`src/rtl/leitor_teclado_pkg.sv`:
```
// Shared types and constants for the 4x4 matrix keypad reader.
package leitor_teclado_pkg;

  localparam int N_LINHAS  = 4;
  localparam int N_COLUNAS = 4;
  localparam int TECLA_W   = 4;

  typedef enum logic [1:0] {IDLE, DEBOUNCE, HELD, RELEASE} estado_e;
  typedef enum logic [1:0] {NONE, SINGLE, MULTI} quadro_e;

endpackage

```
`src/rtl/sincronizador_2ff.sv`:
```
// Parameterised-width two-flop synchroniser for asynchronous inputs.
module sincronizador_2ff #(
  parameter int          W         = 4,
  parameter logic [W-1:0] RESET_VAL = '1
) (
  input  logic         clk_i,
  input  logic         rst_ni,
  input  logic [W-1:0] d_i,
  output logic [W-1:0] q_o
);

  logic [W-1:0] meta_q;
  logic [W-1:0] sync_q;

  always_ff @(posedge clk_i) begin
    if (!rst_ni) begin
      meta_q <= RESET_VAL;
      sync_q <= RESET_VAL;
    end else begin
      meta_q <= d_i;
      sync_q <= meta_q;
    end
  end

  assign q_o = sync_q;

endmodule

```
`src/rtl/leitor_teclado_matricial.sv`:
```
// 4x4 keypad scanner: one active-low row at a time, per-frame classification
// of closed contacts, and frame-based debounce of press and release.
module leitor_teclado_matricial
  import leitor_teclado_pkg::*;
#(
  parameter int SCAN_DIV   = 4667,
  parameter int DEB_FRAMES = 4
) (
  input  logic                 clock,
  input  logic                 reset_n,
  input  logic [N_COLUNAS-1:0] Coluna,
  output logic [N_LINHAS-1:0]  Linha,
  output logic [TECLA_W-1:0]   Tecla,
  output logic                 TeclaValida,
  output logic                 TeclaPressionada
);

  localparam int DIV_W = $clog2(SCAN_DIV);
  localparam int CNT_W = $clog2(DEB_FRAMES + 1);

  logic [N_COLUNAS-1:0] col_s;
  logic [DIV_W-1:0]     div_q, div_d;
  logic [1:0]           linha_q, linha_d;
  quadro_e              acc_q, acc_d;
  logic [TECLA_W-1:0]   acc_code_q, acc_code_d;
  estado_e              est_q, est_d;
  logic [TECLA_W-1:0]   cand_q, cand_d;
  logic [TECLA_W-1:0]   tecla_q, tecla_d;
  logic [CNT_W-1:0]     cnt_q, cnt_d, cnt_inc;
  logic                 valid_q, valid_d;
  logic                 press_q, press_d;

  logic                 amostra, fim_quadro, atinge;
  logic [2:0]           n_lin;
  logic [1:0]           col_idx;
  quadro_e              res;
  logic [TECLA_W-1:0]   res_code;

  sincronizador_2ff #(.W(N_COLUNAS), .RESET_VAL('1)) u_sinc_coluna (
    .clk_i  (clock),
    .rst_ni (reset_n),
    .d_i    (Coluna),
    .q_o    (col_s)
  );

  always_comb begin
    amostra    = (div_q == DIV_W'(SCAN_DIV - 1));
    fim_quadro = amostra && (linha_q == 2'd3);
    div_d      = amostra ? '0 : div_q + DIV_W'(1);
    linha_d    = amostra ? linha_q + 2'd1 : linha_q;
    Linha          = '1;
    Linha[linha_q] = 1'b0;
  end

  // Merge this row's closed contacts into the running frame classification.
  always_comb begin
    n_lin   = 3'd0;
    col_idx = 2'd0;
    for (int c = 0; c < N_COLUNAS; c++) begin
      if (!col_s[c]) begin
        n_lin   = n_lin + 3'd1;
        col_idx = 2'(c);
      end
    end
    if (n_lin == 3'd0) begin
      res      = acc_q;
      res_code = acc_code_q;
    end else if (n_lin == 3'd1 && acc_q == NONE) begin
      res      = SINGLE;
      res_code = {linha_q, col_idx};
    end else begin
      res      = MULTI;
      res_code = acc_code_q;
    end
    acc_d      = acc_q;
    acc_code_d = acc_code_q;
    if (fim_quadro) begin
      acc_d      = NONE;
      acc_code_d = '0;
    end else if (amostra) begin
      acc_d      = res;
      acc_code_d = res_code;
    end
  end

  always_comb begin
    est_d   = est_q;
    cand_d  = cand_q;
    cnt_d   = cnt_q;
    tecla_d = tecla_q;
    valid_d = 1'b0;
    press_d = press_q;
    cnt_inc = (cnt_q == CNT_W'(DEB_FRAMES)) ? cnt_q : cnt_q + CNT_W'(1);
    atinge  = (cnt_inc == CNT_W'(DEB_FRAMES));
    if (fim_quadro) begin
      unique case (est_q)
        IDLE: if (res == SINGLE) begin
          cand_d = res_code;
          cnt_d  = CNT_W'(1);
          if (DEB_FRAMES == 1) begin
            tecla_d = res_code;
            valid_d = 1'b1;
            press_d = 1'b1;
            est_d   = HELD;
          end else begin
            est_d   = DEBOUNCE;
          end
        end
        DEBOUNCE: if (res == SINGLE && res_code == cand_q) begin
          cnt_d = cnt_inc;
          if (atinge) begin
            tecla_d = cand_q;
            valid_d = 1'b1;
            press_d = 1'b1;
            est_d   = HELD;
          end
        end else if (res == SINGLE) begin
          cand_d = res_code;
          cnt_d  = CNT_W'(1);
        end else begin
          est_d  = IDLE;
        end
        HELD: if (res == NONE) begin
          cnt_d = CNT_W'(1);
          if (DEB_FRAMES == 1) begin
            press_d = 1'b0;
            est_d   = IDLE;
          end else begin
            est_d   = RELEASE;
          end
        end
        RELEASE: if (res == NONE) begin
          cnt_d = cnt_inc;
          if (atinge) begin
            press_d = 1'b0;
            est_d   = IDLE;
          end
        end else begin
          est_d = HELD;
        end
        default: est_d = IDLE;
      endcase
    end
  end

  always_ff @(posedge clock) begin
    if (!reset_n) begin
      div_q      <= '0;
      linha_q    <= '0;
      acc_q      <= NONE;
      acc_code_q <= '0;
      est_q      <= IDLE;
      cand_q     <= '0;
      cnt_q      <= '0;
      tecla_q    <= '0;
      valid_q    <= 1'b0;
      press_q    <= 1'b0;
    end else begin
      div_q      <= div_d;
      linha_q    <= linha_d;
      acc_q      <= acc_d;
      acc_code_q <= acc_code_d;
      est_q      <= est_d;
      cand_q     <= cand_d;
      cnt_q      <= cnt_d;
      tecla_q    <= tecla_d;
      valid_q    <= valid_d;
      press_q    <= press_d;
    end
  end

  assign Tecla            = tecla_q;
  assign TeclaValida      = valid_q;
  assign TeclaPressionada = press_q;

endmodule

```
`config.mk`:
```
export PLATFORM = sky130hd
export DESIGN_NAME = leitor_teclado_matricial
export DESIGN_NICKNAME = d
export VERILOG_FILES = /design/src/rtl/leitor_teclado_pkg.sv /design/src/rtl/sincronizador_2ff.sv /design/src/rtl/leitor_teclado_matricial.sv
export SDC_FILE = /design/constraint.sdc
export NUM_CORES = 1
export LEC_CHECK = 0
export BUFFER_PORTS_ARGS = -buffer_cell sky130_fd_sc_hd__buf_2
export CAP_MARGIN = 20
export CORE_MARGIN = 4
export CORE_UTILIZATION = 67
export CTS_BUF_LIST = sky130_fd_sc_hd__clkbuf_8
export CTS_CLUSTER_DIAMETER = 50
export CTS_CLUSTER_SIZE = 12
export DETAILED_ROUTE_END_ITERATION = 8
export MAX_ROUTING_LAYER = met4
export PLACE_DENSITY_LB_ADDON = 0.25
export SLEW_MARGIN = 30
export SYNTH_ARGS = -nofsm -noshare
export SYNTH_HDL_FRONTEND = slang
export SYNTH_SLANG_ARGS = --single-unit
```
`constraint.sdc`:
```
create_clock -name clock -period 8.1 [get_ports clock]
set_input_delay 2.43 -clock clock [delete_from_list [all_inputs] [get_ports clock]]
set_output_delay 2.43 -clock clock [all_outputs]
set_load 0.02 [all_outputs]
```
After elaboration in Yosys (flattened, before gate mapping)
Index checks and enable logic that the tools add are counted.

Reductions and logical operators: 18. Bitwise logic cells: 2. $add $sub $neg: 6. Muxes and demuxes: 36. Equality and inequality tests: 20. Order comparisons: 2. Multipliers: 0. Divide/modulo/power cells: 0. Shift operators: 0.

Operators by type and width (count): two-way mux 3 bit (8); two-way mux 2 bit (11); two-way mux 4 bit (4); inequality test 2 bit (second input constant) (7); adder 13 x 1 -> 13 bit (second input constant) (1); equality test 13 bit (second input constant) (1); adder 3 x 1 -> 3 bit (second input constant) (4); one-hot mux 3 bit (4 select lines) (1); AND reduction 6 bit (2); inequality test 3 bit (second input constant) (3); two-way mux 1 bit (8); one-hot mux 2 bit (4 select lines) (1); one-hot mux 4 bit (2 select lines) (1); AND reduction 4 bit (2); equality test 2 bit (second input constant) (3); equality test 3 bit (second input constant) (2); zero test 2 bit (3); AND reduction 3 bit (2); equality test 2 x 1 -> 1 bit (second input constant) (2); equality test 4 bit (1); logical AND 1 bit (4); inverter 4 bit (1); nonzero test 2 bit (2); OR reduction 2 bit (2); other kinds (8) (8).

Register bits after elaboration: 44. Bits in read-only memories: 0. Word-level logic and storage cells: 96. Bits in latches: 0. Bits of input ports: 6. RAM bits: 0. Memories: 0. Output and inout bits: 10.

Depth between registers and ports, before layout
Gate-level depths: netlist (run 1).

Word-level depth: 15. Mapped depth: 15. Mapped depth without buffers: 13.

Hierarchy
A second synthesis (run 1) with hierarchy kept.

Cell total of the unflattened synthesis: 276. Area total of the unflattened synthesis: 2358.5 um^2.

Modules (own cells, without submodules): leitor_teclado_matricial (area each 2148.3 um^2, cells an instance 260, times used 1, sequential area each 720.7 um^2); sincronizador_2ff (area each 210.2 um^2, cells an instance 16, times used 1, sequential area each 160.2 um^2).

Least setup slack after synthesis (run 1)
OpenSTA, ideal clock, no wires.

Path type: reg2out. Start: reg linha_q[0]. End: out Linha[0]. Stages on the path, launching flop included: 4. Data arrival time: 0.816 ns. Path buffers: 0. Setup slack: 4.854 ns. Path through: dfxtp_1 > inv_1 > ha_1 > inv_1.

Longest elaborated chain between the ends: 5. Elaborated cells between the ends (all ways): 6. Classes of those cells: order compare (2); mux (2); bitwise (1); reduce/logical (1).

Ends and longest elaborated chain: from (decl) (RTL line leitor_teclado_matricial.sv:23) `logic [1:0] linha_q, linha_d;`; from (signal assigned) (RTL line leitor_teclado_matricial.sv:160) `linha_q <= linha_d;`; < comparator 2 x 3 -> 1 bit (implied by the code) / >= comparator 2 x 1 -> 1 bit (equally long branches) (RTL line leitor_teclado_matricial.sv:52) `Linha[linha_q] = 1'b0;`; logical AND 1 bit (implied by the code) (RTL line leitor_teclado_matricial.sv:52); two-way mux 1 bit (implied by the code) (RTL line leitor_teclado_matricial.sv:52); demux 1 bit (select 2 bit) (*) (RTL line leitor_teclado_matricial.sv:52); inverter 4 bit (no source line) (*); to (decl) (RTL line leitor_teclado_matricial.sv:12) `output logic [N_LINHAS-1:0] Linha,`.

Every way passes the cells marked *; elsewhere a longest branch is shown, timed or not.

Worst setup path in the final report (run 1)
Start: reg linha_q[0]. End: out Linha[2].

The elaborated chain is that of the path after synthesis.

==> results of run 1 <==
==> cells in the final DEF (no fill, tap or decap), drive strengths merged, types with 3 or more instances in the layout <==
master   n
a22oi    4
buf     15
a21oi   11
mux2i   11
nor3     3
o21a     4
nor3b    6
nand2   14
inv     16
nor2    44
xor2     7
o21ai    3
and2     3
a211oi   3
nand4    8
nand2b  10
mux2     3
clkbuf   6
nand3   11
dfxtp   44
ha      11
xnor2   12
==> Yosys cell counts (2+ instances only) <==
master / number
xor2_1: 6
ha_1: 11
a21o_1: 2
a22oi_1: 4
o21ai_0: 2
o211a_1: 2
xnor2_1: 11
inv_1: 14
o21a_1: 3
and2_1: 2
nor3b_1: 5
nand2_1: 14
nand3_1: 11
mux2i_1: 10
buf_2: 4
mux2_2: 3
clkbuf_1: 3
and3_1: 2
a21oi_1: 11
dfxtp_1: 44
a211oi_2: 2
nor2_1: 44
nand2b_1: 10
nor3_1: 3
nand4_1: 7
==> power by group through the flow <==
stage	combinational, µW	clock [µW]	sequential [µW]
6_report	45.8	140	222
5_1_grt	51.2	151	223
4_1_cts	45.8	142	222
3_5_place_dp	45.3	0	227
3_3_place_gp	44.6	0	227
2_1_floorplan	40.1	0	226
==> routing by layer <==
| metal | up-vias | wire [µm] | track usage |
|---|---|---|---|
| li1 | 958 | - | - |
| met1 | 860 | 2160 | 0.291 |
| met2 | 33 | 2010 | 0.356 |
| met3 | 6 | 165 | 0.0509 |
| met4 | 0 | 61 | 0.0720 |
| met5 | - | 0 | - |
==> critical path, delay by kind of cell (launching register included) <==
family                   cells  cell delay [ns]
buffers and inverters        3             0.32
flip-flops                   1             0.44
adder cells (fa/ha/maj)      1             0.21
==> sequential cells by signal, summed over array words and instances, names as in the netlist <==
| name | count |
|---|---|
| cand_q | 4 |
| cnt_q | 3 |
| TeclaValida | 1 |
| est_q | 2 |
| linha_q | 2 |
| acc_code_q | 4 |
| Tecla | 4 |
| TeclaPressionada | 1 |
| div_q | 13 |
| u_sinc_coluna.q_o | 4 |
| acc_q | 2 |
| u_sinc_coluna.meta_q | 4 |
==> stage by stage <==
stage / setup WS [ns] / area (µm²)
after global placement: 4.39 / 2500
after CTS: 4.39 / 2590
final: 4.40 / 2590
after floorplan: 4.85 / 2420
after global routing: 4.14 / 2590
after detailed placement: 4.29 / 2500
==> kinds of logic (layout without fill, tap and decap cells) <==
family / count (synthesis) / count (layout)
compound gates: 41 / 41
xor+xnor: 19 / 19
fa+ha+maj: 11 / 11
buf+inv: 25 / 39
flops: 44 / 44
mux: 14 / 14
simple gates: 114 / 114
==> area by class of cell <==
type / count / area (µm²) / share of cell area
clock buffer: 6 / 82.6 / 0.0318
timing repair buffer: 15 / 75.1 / 0.0289
inverter: 16 / 60.1 / 0.0231
sequential: 44 / 881 / 0.339
tap: 46 / 57.6 / 0.0222
clock inverter: 2 / 11.3 / 0.00434
multi-input combinational: 199 / 1430 / 0.550
==> final timing paths <==
kind / startpoint / end / slack (ns)
worst min-delay path: u_sinc_coluna.meta_q[1] / u_sinc_coluna.q_o[1] / 0.41
worst max-delay path: linha_q[0] / Linha[2] / 4.40
worst min register to register: u_sinc_coluna.meta_q[1] / u_sinc_coluna.q_o[1] / 0.41
worst max register to register: u_sinc_coluna.q_o[1] / cnt_q[0] / 4.53
==> results.yml, run 1 <==
outcome:
  outcome: "complete, no violations"
route:
  antenna_left: 0
  routed_via_density: 5.66
  num_vias: 1857
  totalWireLength_um: 4400
  dr.pass1.iters: 5
  drt_iter0_drc: 159
  wl_per_cell_um: 13.4
  route.detailed.drc: 0
critical_path:
  reg2reg_depth: 13
  crit_top_cell: "inv_1"
  crit_fanout: 7
  endpoint_kind: "output pin"
  worstPathRequired_ns: 5.67
  crit_chain: "inv_1, ha_1, inv_1, buf_2"
  setup.worst_path.start_class: "flip-flop"
  slowest_stage: "dfxtp_1"
  slowest_delay_ns: 0.44
  critPathArrivalTime_ns: 1.27
  critPathKind: "flip-flop to output pin"
die:
  ios: 16
  die_w_um: 68.1
  die-height_um: 68.1
  core_mm2: 0.00342
  fp-row-count: 21
  initial_core_util: 0.708
  die_area_mm2: 0.00463
clock_tree:
  clock_sinks: 44
  ctsResizeCount: 0
  cts_htree_levels: 2
  postCtsSetupRepairBufs: 0
  root_buffer: "clkbuf_8"
  clk_latency_ns: 0.29
  clk_pin_slew_ns: 0.08
  hold_buffers: 0
  cts_tree: "yes"
  cts_made_buffers: 5
  clk_path_buf_depth: 2
synth:
  synth_fa_ha_area_frac: 0.0569
  synth_area_mm2: 0.00242
  yosysTopAreaCell: "dfxtp_1"
  synth.mux.area_fraction: 0.0647
  async_flop_share: 0
  synth-compound-area-share: 0.138
  synth_warnings: 0
  syn_area_per_cell_um2: 9.02
  synth_area_leaders: "dfxtp_1, nor2_1, ha_1"
  synth-seq-area-share: 0.364
  synth_top_family_by_area: "simple AND/OR/NAND/NOR gates"
  synth_edf_count: 0
  synth_top_area_frac: 0.364
  synthFlopType: "dfxtp_1"
  synth_seq_cells: 44
  synth.net_count: 285
  synth_xor_area_frac: 0.0750
  ys_types: 63
  synthCells: 268
  yosys.area_share.simple: 0.256
layout:
  drive_gt1_frac: 0.152
  n_fill_cell: 259
  layoutNonFillerInstCount: 328
  syn_to_final_growth_pct: 7.29
  nNetsFinal: 298
  fin_util: 0.760
  antenna_cells: 0
sta:
  fin_setup_tns_ns: 0
  rsz0062_at_grt: "no"
  drv_slew: 0
  hold_viol_final: 0
  min_period_ns: 3.70
  max_freq_mhz: 270
  max_slew.worst_pin.slew_ns: 0.560
  finClkSkew_ns: 0.00367
  fin_hold_ws_ns: 0.414
  finalSetupViolCount: 0
  relSlewSlack: 0.624
  fin_crit_sh: 0.457
flow_run:
  maxCapViolations: 0
grt:
  grt_pass1_wl_um: 7780
  grt_use_total: 0.227
  grt_overflow: 0
  antenna_found_initial: 0
  grt_pass1_vias: 1711
  grt_max_degree: 20
placement:
  hpwl_um: 3180
  io_buffer_count: 15
  gp_congestion: 0.843
  place_inst: 320
power_and_ir_drop:
  pwr_density_cell_mw_per_mm2: 157
  switchingPower_uw: 101
  power_frac_comb: 0.112
  p_int_uw: 307
  p_leak_uw: 0.00108
  seqPwrFrac: 0.544
  vdd_drop_max_uv: 141
  power_frac_clock: 0.344
  sw_frac_of_total: 0.248
  power_uw: 408
hold_path:
  hold_path.class: "flip-flop to flip-flop"
  hold_depth: 1
Note: power is estimated with default switching activity, not from simulation.
==> run 2, diff against run 1 <==
Settings changed: CORE_UTILIZATION 67 to 62.
Clock period 8.1 ns to 3.87 ns, I/O delays scaled along.
==> run 2 against run 1 <==
Net effect: critical path depth rose by 9; critical endpoint is now cnt_q[2]; non-clock buffer count rose by 1; setup slack got worse by 4.0 ns; largest cell class unchanged; combinational power rose by 110%; final cell count did not move.
==> results.yml, run 2 (synthesis results as in run 1) <==
outcome:
  outcome: "complete, no violations"
critical_path:
  slowest_delay_ns: 0.45
  reg2reg_depth: 13
  r2r_setup_slack_ns: 0.40
  worstPathRequired_ns: 4.08
  slowest_stage: "ha_1"
  path_buf_inv: 2
  critPathLaunch: "u_sinc_coluna.q_o[1]"
  setup.worst_path.start_class: "flip-flop"
  regToRegStartpoint: "u_sinc_coluna.q_o[1]"
  critPathKind: "flip-flop to flip-flop"
  critPathArrivalTime_ns: 3.67
  timing.rr.end: "cnt_q[2]"
  critPathTopFamily: "compound AO/OA/AOI/OAI gates"
  crit_top_cell: "ha_1"
  endpoint_kind: "flip-flop"
  cp.depth: 13
  crit_end: "cnt_q[2]"
  crit_fanout: 9
  crit_chain: "inv_1, ha_1, xor2_2, inv_2, ha_1, nor4b_2, mux2i_4, o31ai_4, a2bb2oi_2, xnor2_2, and2_4, o211ai_2, a211oi_2"
clock_tree:
  cts_tree: "yes"
  hold_buffers: 0
  clock_sinks: 44
  root_buffer: "clkbuf_8"
  clk_pin_slew_ns: 0.08
  ctsResizeCount: 0
  cts_htree_levels: 2
  cts_made_buffers: 5
  clk_latency_ns: 0.29
  postCtsSetupRepairBufs: 0
  clk_path_buf_depth: 2
sta:
  hold_viol_final: 0
  finClkSkew_ns: 0.00814
  max_freq_mhz: 288
  fin_setup_tns_ns: 0
  rsz0062_at_grt: "no"
  finalSetupViolCount: 0
  setup_ws_ns: 0.403
  drv_slew: 0
  fin_crit_sh: 0.896
  relSlewSlack: 0.633
  min_period_ns: 3.47
  max_slew.worst_pin.slew_ns: 0.547
grt:
  grt_overflow: 0
  grt_pass1_wl_um: 7570
  grt_max_degree: 20
  grt_pass1_vias: 1712
  grt_use_total: 0.192
  antenna_found_initial: 0
die:
  initial_core_util: 0.651
  die-height_um: 70.5
  die_w_um: 70.5
  ios: 16
  core_mm2: 0.00372
  die_area_mm2: 0.00496
  fp-row-count: 22
layout:
  syn_to_final_growth_pct: 6.67
  drive_gt1_frac: 0.150
  top_register: "div_q"
  final_cell_mix: "dfxtp_1, nor2_1, buf_2, inv_1, nand2_1"
  layoutNonFillerInstCount: 328
  antenna_cells: 0
  nNetsFinal: 299
  largest_reg_flops: 13
placement:
  hpwl_um: 3130
  place_inst: 323
  gp_congestion: 0.801
  io_buffer_count: 15
  place_ws_ns: 0.403
route:
  dr.pass1.iters: 5
  wl_per_cell_um: 13.2
  antenna_left: 0
  routed_via_density: 5.68
  route.detailed.drc: 0
  drt_iter0_drc: 134
  totalWireLength_um: 4320
  num_vias: 1862
power_and_ir_drop:
  p_leak_uw: 0.00107
  pwr_density_cell_mw_per_mm2: 317
  vdd_drop_max_uv: 262
flow_run:
  maxCapViolations: 0
hold_path:
  hold_path.class: "flip-flop to flip-flop"
[run 2: worst reg2reg max path, cell delays in order, from the launching register on]
cell and delay, ns:
dfxtp_1 0.34, inv_1 0.05, ha_1 0.45, xor2_2 0.24, inv_2 0.14, ha_1 0.38, nor4b_2 0.33, mux2i_4 0.17
o31ai_4 0.35, a2bb2oi_2 0.23, xnor2_2 0.18, and2_4 0.22, o211ai_2 0.08, a211oi_2 0.22
[run 2: power breakdown]
group,switching (µW),internal (µW)
combinational,54.8,43.4
clock,138,116
sequential,6.73,459
[run 2: worst min path at each step]
stage,from,to,slack [ns],cells after the start
4_1_cts,u_sinc_coluna.meta_q[1],u_sinc_coluna.q_o[1],0.42,1
5_1_grt,u_sinc_coluna.meta_q[1],u_sinc_coluna.q_o[1],0.42,1
3_3_place_gp,u_sinc_coluna.meta_q[2],u_sinc_coluna.q_o[2],0.39,1
3_5_place_dp,u_sinc_coluna.meta_q[3],u_sinc_coluna.q_o[3],0.39,1
2_1_floorplan,u_sinc_coluna.meta_q[0],u_sinc_coluna.q_o[0],0.39,1
6_report,u_sinc_coluna.meta_q[1],u_sinc_coluna.q_o[1],0.41,1
[run 2: cell type report]
type / instances / area [µm²]
multi-input cells: 199 / 1430
fillers: 304 / 1140
inverters: 16 / 60.1
flip-flops and latches: 44 / 881
repair buffers: 16 / 82.6
well taps: 48 / 60.1
clock buffers: 5 / 68.8
[run 2: per-layer routing]
| layer | global-route usage | up-vias | share of wire |
|---|---|---|---|
| met2 | 0.320 | 32 | 0.50 |
| met1 | 0.230 | 864 | 0.45 |
| met5 | - | - | 0 |
| li1 | - | 961 | - |
| met4 | 0.0553 | 0 | 0.011 |
| met3 | 0.0446 | 5 | 0.032 |
[run 2: stage by stage]
step	util	power [µW]	hold slack [ns]	area, µm²
3_5_place_dp	0.676	573	0.394	2510
2_1_floorplan	-	557	0.386	2420
5_1_grt	0.694	855	0.422	2580
3_3_place_gp	0.676	571	0.389	2510
6_report	0.694	819	0.410	2580
4_1_cts	0.694	826	0.416	2580
==> run 3, diff against run 2 <==
Settings changed: ABC_AREA set to 1.
==> run 3 against run 2 <==
Net effect: synthesized cell count is 29% higher; area after synthesis fell by 0.78%; die area fell by 0.68%; count of clock-buffer cells in the layout grew 1; sequential share of layout area fell by 0.49 points; sequential cell count stayed put; hold slack improved by 0.0031 ns; fmax rose by 17%; sequential power is essentially flat; combinational power decreased by 14%; non-clock buffer count is 1 lower; critical path type unchanged; largest cell class unchanged.
==> results.yml, run 3 <==
outcome:
  outcome: "complete, no violations"
synth:
  ys_types: 34
  synthCells: 347
  synthFlopType: "dfxtp_1"
  synth_area_leaders: "dfxtp_1, nand2_1, inv_1"
  synth.most_common_cell: "nand2_1"
  synth_warnings: 0
  syn_area_per_cell_um2: 6.92
  async_flop_share: 0
  yosysTopAreaCell: "dfxtp_1"
  synth_edf_count: 0
  synth_top_cells_by_count: "nand2_1, inv_1, dfxtp_1"
  synth_area_mm2: 0.00240
  synth.net_count: 364
  synth-seq-area-share: 0.367
  synth_top_area_frac: 0.367
  synth_seq_cells: 44
critical_path:
  critPathArrivalTime_ns: 3.15
  critPathKind: "flip-flop to flip-flop"
  crit_fanout: 10
  regToRegStartpoint: "u_sinc_coluna.q_o[1]"
  worstPathRequired_ns: 4.07
  endpoint_kind: "flip-flop"
  setup.worst_path.start_class: "flip-flop"
  critPathLaunch: "u_sinc_coluna.q_o[1]"
sta:
  rsz0062_at_grt: "no"
  finalSetupViolCount: 0
  min_period_ns: 2.96
  max_freq_mhz: 338
  fin_crit_sh: 0.764
  finClkSkew_ns: 0.00618
  hold_viol_final: 0
  fin_setup_tns_ns: 0
  max_slew.worst_pin.slew_ns: 0.436
  relSlewSlack: 0.709
  drv_slew: 0
power_and_ir_drop:
  pwr_density_cell_mw_per_mm2: 321
  p_leak_uw: 0.00124
  vdd_drop_max_uv: 276
placement:
  place_inst: 407
  hpwl_um: 3370
  gp_congestion: 0.940
  io_buffer_count: 15
layout:
  top_register: "div_q"
  layoutNonFillerInstCount: 415
  drive_gt1_frac: 0.139
  nNetsFinal: 383
  final_cell_mix: "nand2_1, inv_1, dfxtp_1, nor2_1, nand3_1"
  antenna_cells: 0
  syn_to_final_growth_pct: 9.07
  layout_commonest_cell: "nand2_1"
  largest_reg_flops: 13
hold_path:
  hold_path.class: "flip-flop to flip-flop"
  min_from: "u_sinc_coluna.meta_q[0]"
route:
  totalWireLength_um: 4370
  route.detailed.drc: 0
  dr.pass1.iters: 4
  num_vias: 2147
  antenna_left: 0
  wl_per_cell_um: 10.5
  routed_via_density: 5.17
  drt_iter0_drc: 135
clock_tree:
  clk_latency_ns: 0.29
  root_buffer: "clkbuf_8"
  postCtsSetupRepairBufs: 0
  ctsResizeCount: 0
  clk_pin_slew_ns: 0.08
  clk_path_buf_depth: 2
  clock_sinks: 44
  cts_made_buffers: 5
  cts_tree: "yes"
  cts_htree_levels: 2
  hold_buffers: 0
grt:
  grt_overflow: 0
  antenna_found_initial: 0
  grt_use_total: 0.195
  grt_max_degree: 16
  grt_pass1_wl_um: 7990
  grt_pass1_vias: 1933
die:
  initial_core_util: 0.651
  die-height_um: 70.2
  die_w_um: 70.2
  ios: 16
  fp-row-count: 22
  core_mm2: 0.00369
  die_area_mm2: 0.00493
flow_run:
  maxCapViolations: 0
[run 3: changes by cell type after synthesis, moves of 9 or more]
cell,change
nand2_1,+54
inv_1,+43
nand3_1,+21
a21oi_1,+12
o21ai_0,+11
xnor2_1,-11
mux2i_1,-10
nand2b_1,-10
nor2_1,-10
or2_2,+9
[run 3: logic make-up (layout without fill, tap and decap cells)]
logic type	Yosys count	after routing	share of synthesized area
compound gates	50	50	0.112
xor+xnor	2	2	0.00730
fa+ha+maj	11	11	0.0574
buf+inv	64	84	0.101
flops	44	44	0.367
simple gates	176	176	0.355
[run 3: worst max-delay path, stage by stage, from the launching register on]
cell and delay (ns):
dfxtp_1 0.34, inv_1 0.06, ha_1 0.33, inv_1 0.07, nand2_1 0.07, nand2_2 0.08, inv_1 0.04, ha_1 0.27
or2_1 0.21, nand2_1 0.08, nand2_2 0.07, inv_4 0.10, nand2_1 0.08, o21ai_1 0.19, nand2_2 0.13, nor2_4 0.12
nand3_2 0.13, nor3_4 0.26, inv_2 0.09, nor2_1 0.10, nor2_1 0.05
[run 3: routing by layer]
layer / GRT usage / vias up / share of wire
li1: - / 1144 / -
met1: 0.252 / 956 / 0.50
met2: 0.310 / 42 / 0.45
met3: 0.0460 / 5 / 0.047
met4: 0.0447 / 0 / 0.0059
met5: - / - / 0
[run 3: power breakdown]
part           total [µW]  switching (µW)  leakage, µW  internal, µW
combinational        84.9            56.2     0.000839          28.7
sequential            463            4.19     0.000357           459
clock                 293             150    0.0000486           142
total                 841             211      0.00124           630
[run 3: path summary, 6_finish.rpt]
path                                        endpoint  slack (ns)  cells after the start
worst max register to register              Tecla[0]        0.91                     20
worst max-delay path                        Tecla[0]        0.91                     20
worst min register to register  u_sinc_coluna.q_o[0]        0.41                      1
worst min-delay path            u_sinc_coluna.q_o[0]        0.41                      1
[run 3: stage by stage]
| stage | power (µW) | utilization | setup WS, ns | instance area [µm²] | hold WS (ns) |
|---|---|---|---|---|---|
| final | 841 | 0.710 | 0.913 | 2620 | 0.414 |
| after global routing | 883 | 0.710 | 0.621 | 2620 | 0.427 |
| after CTS | 847 | 0.710 | 0.912 | 2620 | 0.416 |
| after detailed placement | 557 | 0.684 | 0.930 | 2520 | 0.397 |
| after global placement | 555 | 0.684 | 1.06 | 2520 | 0.396 |
| after floorplan | 541 | - | 1.18 | 2400 | 0.393 |
[run 3: cell type report]
class | instances | area (µm²)
multi-input combinational | 239 | 1280
fill | 322 | 1070
sequential | 44 | 881
inverter | 61 | 231
clock buffer | 6 | 82.6
timing repair buffer | 15 | 75.1
tap | 48 | 60.1
clock inverter | 2 | 11.3
